File: config.mk
export PLATFORM = sky130hd
export DESIGN_NAME = exu_mul_seq
export DESIGN_NICKNAME = d
export VERILOG_FILES = /design/src/rtl/pcu_pkg.sv /design/src/rtl/mul_cycle_counter.sv /design/src/rtl/exu_mul_seq.sv
export SDC_FILE = /design/constraint.sdc
export NUM_CORES = 1
export LEC_CHECK = 0
export CORE_AREA = 4 4 41 43
export DETAILED_ROUTE_END_ITERATION = 10
export DIE_AREA = 0 0 45 47
export GPL_TIMING_DRIVEN = 0
export PLACE_DENSITY = 0.59
export SYNTH_ARGS = -nofsm -noshare
export SYNTH_HDL_FRONTEND = slang
export SYNTH_HIERARCHICAL = 1
export SYNTH_SLANG_ARGS = --single-unit
File: constraint.sdc
create_clock -name clk -period 2.5 [get_ports clk]
set_input_delay 0.375 -clock clk [delete_from_list [all_inputs] [get_ports clk]]
set_output_delay 0.375 -clock clk [all_outputs]
set_load 0.02 [all_outputs]
File: src/rtl/pcu_pkg.sv
// Shared PCU/EXU types and constants for multiply sequencing and exception wiring.
// Latency: n/a (types and constants only).
// Backpressure: n/a.
package pcu_pkg;

    typedef enum logic {
        IDLE = 1'b0,
        RUN  = 1'b1
    } mul_state_t;

    // Exception code width and the position of its valid bit.
    localparam int EXC_W     = 4;
    localparam int EXC_VALID = 3;

    // Default multiply occupancy in EXU cycles, including the issue cycle.
    localparam int MUL_CYCLES_DEF = 5;

endpackage

File: src/rtl/mul_cycle_counter.sv
// Iteration counter for the multiply sequencer; flags the final iteration.
// Latency: count updates one cycle after clear/load1/enable; last is combinational from count.
// Backpressure: holds its value whenever enable is low (MAU freeze); saturates at the final value.
module mul_cycle_counter #(
    parameter int CNT_W      = 3,
    parameter int MUL_CYCLES = 5
) (
    input  logic             clk,
    input  logic             Reset,
    input  logic             clear,
    input  logic             load1,
    input  logic             enable,
    output logic [CNT_W-1:0] count,
    output logic             last
);

    localparam logic [CNT_W-1:0] LAST_VAL = CNT_W'(MUL_CYCLES - 1);

    // Clear beats load beats increment; never step past the final value so the count cannot wrap.
    always_ff @(posedge clk or posedge Reset) begin
        if (Reset) begin
            count <= '0;
        end else if (clear) begin
            count <= '0;
        end else if (load1) begin
            count <= CNT_W'(1);
        end else if (enable && !last) begin
            count <= count + CNT_W'(1);
        end
    end

    assign last = (count == LAST_VAL);

endmodule

File: src/rtl/exu_mul_seq.sv
// Multi-cycle multiply sequencer: holds the pipe (MulBusy) and paces the multiplier array (MulStep).
// Latency: MulStart in cycle 0 gives MulDone in cycle MUL_CYCLES-1; each MAU freeze cycle adds one.
// Backpressure: nMAUNotReady low freezes state and count; flush/exception aborts with a MulAbort pulse.
module exu_mul_seq
    import pcu_pkg::*;
#(
    parameter int MUL_CYCLES = MUL_CYCLES_DEF,
    parameter int CNT_W      = 3
) (
    input  logic             clk,
    input  logic             Reset,
    input  logic             MulStart,
    input  logic             nMAUNotReady,
    input  logic             nFlushPipe,
    input  logic [EXC_W-1:0] ExceptEXU,
    output logic             MulBusy,
    output logic             MulStep,
    output logic             MulDone,
    output logic             MulAbort,
    output logic [CNT_W-1:0] MulCount,
    output logic             MulErr
);

    // Reject occupancies the counter cannot represent or that leave no room for an iteration.
    if (MUL_CYCLES < 2 || MUL_CYCLES > 2**CNT_W) begin : gBadMulCycles
        $error("exu_mul_seq: MUL_CYCLES out of range 2..2**CNT_W");
    end

    mul_state_t       state;
    mul_state_t       stateNext;
    logic [CNT_W-1:0] count;
    logic             cntLast;
    logic             cntClear;
    logic             cntLoad1;
    logic             cntEnable;
    logic             errSet;
    logic             abortReq;
    logic             busyC;
    logic             stepC;
    logic             doneC;
    logic             abortC;

    // Only the valid bit of the exception code matters here; the cause bits are carried for the PCU.
    logic unusedExcCause;
    assign unusedExcCause = ^ExceptEXU;

    assign abortReq = !nFlushPipe || ExceptEXU[EXC_VALID];

    mul_cycle_counter #(
        .CNT_W      (CNT_W),
        .MUL_CYCLES (MUL_CYCLES)
    ) uCounter (
        .clk    (clk),
        .Reset  (Reset),
        .clear  (cntClear),
        .load1  (cntLoad1),
        .enable (cntEnable),
        .count  (count),
        .last   (cntLast)
    );

    // State register.
    always_ff @(posedge clk or posedge Reset) begin
        if (Reset) begin
            state <= IDLE;
        end else begin
            state <= stateNext;
        end
    end

    // Next state, counter controls and raw outputs; in RUN, abort beats freeze beats done.
    always_comb begin
        stateNext = state;
        busyC     = 1'b0;
        stepC     = 1'b0;
        doneC     = 1'b0;
        abortC    = 1'b0;
        cntClear  = 1'b0;
        cntLoad1  = 1'b0;
        cntEnable = 1'b0;
        errSet    = 1'b0;
        case (state)
            IDLE: begin
                if (MulStart) begin
                    if (abortReq) begin
                        abortC = 1'b1;
                    end else begin
                        // A start during a freeze issues without stepping; count stays at 0.
                        busyC     = 1'b1;
                        stepC     = nMAUNotReady;
                        cntLoad1  = nMAUNotReady;
                        stateNext = RUN;
                    end
                end
            end
            RUN: begin
                // A new start while running is a PCU protocol error, except in the done cycle.
                errSet = MulStart;
                if (abortReq) begin
                    abortC    = 1'b1;
                    cntClear  = 1'b1;
                    stateNext = IDLE;
                end else if (!nMAUNotReady) begin
                    busyC = 1'b1;
                end else if (cntLast) begin
                    doneC     = 1'b1;
                    stepC     = 1'b1;
                    cntClear  = 1'b1;
                    errSet    = 1'b0;
                    stateNext = IDLE;
                end else begin
                    busyC     = 1'b1;
                    stepC     = 1'b1;
                    cntEnable = 1'b1;
                end
            end
            default: begin
                cntClear  = 1'b1;
                stateNext = IDLE;
            end
        endcase
    end

    // Sticky protocol-error flag, cleared only by reset.
    always_ff @(posedge clk or posedge Reset) begin
        if (Reset) begin
            MulErr <= 1'b0;
        end else if (errSet) begin
            MulErr <= 1'b1;
        end
    end

    // Combinational outputs are forced low while reset is asserted, even with live inputs.
    assign MulBusy  = busyC  && !Reset;
    assign MulStep  = stepC  && !Reset;
    assign MulDone  = doneC  && !Reset;
    assign MulAbort = abortC && !Reset;
    assign MulCount = count;

endmodule
Word level (Yosys, flattened, before mapping)
Cells that the tools add are included.
{ "word_totals": {"regBits": 5, "latchBits": 0, "ramBits": 0, "rom_bits": 0, "out_inout_bits": 8, "n_memories": 0} }
{ "classes": {"add_sub_neg": 1, "mul": 0, "div": 0, "order_cmp": 0, "n_eq_ne": 1, "shift": 0, "muxes": 31, "bitwise": 1, "reduce_logical": 10} }
{ "ops": {"columns": ["operator", "n"], "rows": [
  ["2-to-1 mux 1 bit", 25],
  ["2-to-1 mux 3 bit", 3],
  ["one-hot mux 1 bit (2 select lines)", 3],
  ["logical AND 1 bit", 5],
  ["adder 3 x 1 -> 3 bit (second input constant)", 1],
  ["equality test 3 bit (second input constant)", 1],
  ["zero test 1 bit", 3],
  ["nonzero test 3 bit", 1],
  ["logical OR 1 bit", 1],
  ["NOT 1 bit", 1]
]} }

Logic depth before layout (Yosys ltp)
{ "depth": {"ltp_word": 9, "depth_mapped": 7, "mapped_depth_nobuf": 7} }

By module
The synthesis kept the hierarchy.
{ "by_module_without_submodules": {"columns": ["mod", "n_inst", "cells_each", "area_per_inst_um2", "seq_area_each_um2"], "rows": [
  ["mul_cycle_counter", 1, 19, 187.7, 75.1],
  ["exu_mul_seq", 1, 20, 167.7, 50.0]
]} }

Least setup slack after synthesis
No wires, ideal clock.
{ "synth_timing": {"kind": "register to output", "start": "register uCounter.count[0]", "end": "output MulBusy", "arrival_time_ps": 1547, "setup_slack_ps": 578, "path_stages_with_launch": 6, "cell_sequence": "dfrtp_1 > inv_1 > ha_1 > and2_2 > and3_1 > nor4_2"} }
{ "synth_via": {"elab_chain_cells": 6} }
{ "synth_lines": {"columns": ["element", "line", "source"], "rows": [
  ["from (decl)", "mul_cycle_counter.sv:13", "output logic [CNT_W-1:0] count,"],
  ["from (signal assigned)", "mul_cycle_counter.sv:28", "count <= count + CNT_W'(1);"],
  ["equality test 3 bit", "mul_cycle_counter.sv:32", "assign last = (count == LAST_VAL);"],
  ["named net cntLast", "exu_mul_seq.sv:32", "logic cntLast;"],
  ["2-to-1 mux 1 bit", "exu_mul_seq.sv:105", "end else if (cntLast) begin"],
  ["2-to-1 mux 1 bit", "exu_mul_seq.sv:103", "end else if (!nMAUNotReady) begin"],
  ["2-to-1 mux 1 bit", "exu_mul_seq.sv:99", "if (abortReq) begin"],
  ["one-hot mux 1 bit (2 select lines)", "exu_mul_seq.sv:82", "case (state)"],
  ["logical AND 1 bit", "exu_mul_seq.sv:134", "assign MulBusy = busyC && !Reset;"],
  ["to (decl)", "exu_mul_seq.sv:16", "output logic MulBusy,"]
]} }
The timed path passes the listed nets, and every way through them passes these cells.

Final worst setup path
{ "layout_timing": {"start": "register uCounter.count[0]", "end": "output MulDone"} }
{ "layout_via": {"elab_chain_cells": 6} }
{ "layout_lines": {"columns": ["element", "line", "source"], "rows": [
  ["equality test 3 bit", "mul_cycle_counter.sv:32", null],
  ["named net cntLast", "exu_mul_seq.sv:32", null],
  ["2-to-1 mux 1 bit", "exu_mul_seq.sv:105", null],
  ["2-to-1 mux 1 bit", "exu_mul_seq.sv:103", null],
  ["2-to-1 mux 1 bit", "exu_mul_seq.sv:99", null],
  ["2-to-1 mux 1 bit", "exu_mul_seq.sv:82", null],
  ["logical AND 1 bit", "exu_mul_seq.sv:136", "assign MulDone = doneC && !Reset;"],
  ["to (decl)", "exu_mul_seq.sv:18", "output logic MulDone,"]
]} }
The timed path passes the listed nets, and every way through them passes these cells.

==> reports/results.tsv <==
metric	value	unit
totalWireLength	753	um
htree_levels	1	
worst-path-max-fanout	5	
grt_use_met3	2.30	%
setup_violations	0	
yosysUniqueCellTypes	22	
grt_util_met2	10.2	%
slew_violations	0	
synth_area	355	um2
fp.dieW	45	um
min_path_type	primary input to asynchronous set/reset pin	
max-vdd-ir-drop	0.270	mV
port_buffers	13	
place_congestion	0.714	
rsz0062_at_grt	false	
synth.net_count	50	
holdBufCountCts	0	
post_drt_wl_per_cell	10.6	um
utilization	41.0	%
critPathLaunchType	register	
layout_min_cycle_time	2.28	ns
drt_iter0_drc	1	
clock.fmax	0.439	GHz
async_reset_ff_share	100	%
synth_top_family_by_area	simple AND/OR/NAND/NOR gates	
dp_cells	67	
top_usage_layer	met1	
cp.arrival	1.90	ns
whs	0.469	ns
powerDensity	452	nW/um2
clock-root-buffer	clkbuf_4	
fillerInstances	142	
synth-xor-area-share	0	%
ys.flop_type	dfrtp_1	
dp_slack	0.195	ns
grt_max_degree	7	
cts_tree	done	
grt_pass1_wl	1.14	mm
slew_headroom	66.3	%
grt_overflow	0	
syn2layout_area_growth	50.0	%
skew	0.00252	ns
finalNonFillerCells	71	
synth_fa_ha_area_share	7.04	%
clk_pin_slew_worst_paths	0.04	ns
post_cts_buffers	0	
yosysTopAreaCell	dfrtp_1	
drc	0	
antenna_found_initial	0	
rows	13	
synth_edf_count	0	
worstSkewPairLatency	0.23	ns
syn_inst	39	
p_leak	0.233	nW
routed_via_density	4.56	
syn_area_per_cell	9.11	um2
fin_nets	68	
yosys.area_share.simple	35.2	%
maxCapViolCount	0	
clock_sink_count	5	
grtUsageTotal	7.71	%
ys_ff_latch	5	
synthMuxAreaShare	2.82	%
cts-resized-gates	0	
fin_setup_tns	0	ns
core	1300	um2
min_period_over_period	91.1	%
ioPinCount	17	
netlist.area_leader.share	35.2	%
ys_warn_count	6	
synth_compound_area_share	14.4	%
cts_buffer_depth	2	
status	completed	
antenna_left	0	
worst_slew_pin_slew	0.505	ns
dr.pass1.iters	2	
initial_utilization	27.3	%
die_y	47	um
numCtsBuffers	3	
vias	324	
netlist_top_cells_area	dfrtp_1 (35%), ha_1 (7.0%), nor3_1 (7.0%), inv_1 (5.3%), nand4b_1 (4.9%)	
dp_hpwl	646	um
drive_above_1_share	12.5	%
grt_pass1_vias	283	
yosys-top-cells-count	dfrtp_1 (5), inv_1 (5), nor3_1 (5)	
hold_violations	0	
use_met1	10.6	%
worst-setup-path-type	register to primary output	
dieArea	2120	um2
cp.required	2.12	ns
ys_seq_area_share	35.2	%
finalWorstSetupSlack	0.224	ns
end_kind	primary output	
num_antenna_cells	0	
## area by class of cell
| class | instances | area [um2] | share of cell area, % |
|---|---|---|---|
| inverters | 5 | 18.8 | 3.52 |
| well taps | 15 | 18.8 | 3.52 |
| multi-input cells | 29 | 211 | 39.7 |
| flip-flops and latches | 5 | 125 | 23.5 |
| clock buffers | 4 | 26.3 | 4.93 |
| repair buffers | 13 | 133 | 24.9 |
## kinds of logic (layout without fill, tap and decap cells)
logic type,count (synthesis),count (layout)
and+or+nand+nor,20,20
AOI/OAI and AO/OA,6,6
DFF,5,5
buffers and inverters,5,22
adders and majority gates,2,2
muxes,1,1
## cell usage in the layout (no fill, tap or decap)
cell type,netlist,final
clkbuf_4,0,3
nor3b_1,2,2
inv_1,5,5
nor4_2,1,1
o21ai_1,1,1
a21bo_1,1,1
mux2i_1,1,1
nand2b_1,1,1
nand3b_1,1,1
nor3_1,5,5
a211oi_1,1,1
and3_1,1,1
or3_1,1,1
a211oi_2,1,1
and2_2,1,1
ha_1,2,2
nor2b_1,1,1
nand2_1,1,1
a31o_2,1,1
dfrtp_1,5,5
nor2_1,3,3
clkdlybuf4s50_1,0,12
dlymetal6s2s_1,0,1
a21boi_0,1,1
clkbuf_1,0,1
nand4b_1,2,2
## state kept, by name, summed over array words and instances (netlist names)
name and cells:
state 1, uCounter/count 3, MulErr 1
## layer usage
layer / wire length, um / vias to the layer above
met1: 389 / 147
li1: - / 174
met2: 342 / 3
met4: 0 / 0
met3: 20 / 0
met5: 0 / -
## worst max-delay path: stages (launching register included)
cell             delay (ns)
dfrtp_1                0.40
inv_1                  0.09
ha_1                   0.16
and2_2                 0.19
nor3b_1                0.20
clkdlybuf4s50_1        0.63
## power by group
part,total (mW),internal (mW),switching [mW]
clock,0.0880,0.0600,0.0280
sequential,0.0929,0.0872,0.00569
combinational,0.0601,0.0296,0.0305
total,0.241,0.177,0.0642
## worst paths after layout
kind,start,endpoint,slack (ns),cells after the start
worst min-delay path,Reset,state,0.47,2
worst min register to register,MulErr,MulErr,0.47,1
max in group asynchronous,Reset,uCounter/count[1],1.88,2
min in group clk,MulErr,MulErr,0.47,1
worst max-delay path,uCounter/count[0],MulDone,0.22,5
worst max register to register,uCounter/count[0],uCounter/count[2],0.64,7
## stage by stage
step                area [um2]  total power [mW]
finish                     533             0.241
global route               533             0.259
CTS                        531             0.248
detailed placement         504             0.155
global placement           504             0.154
floorplan                  355             0.124
(Power assumes the default switching activity.)
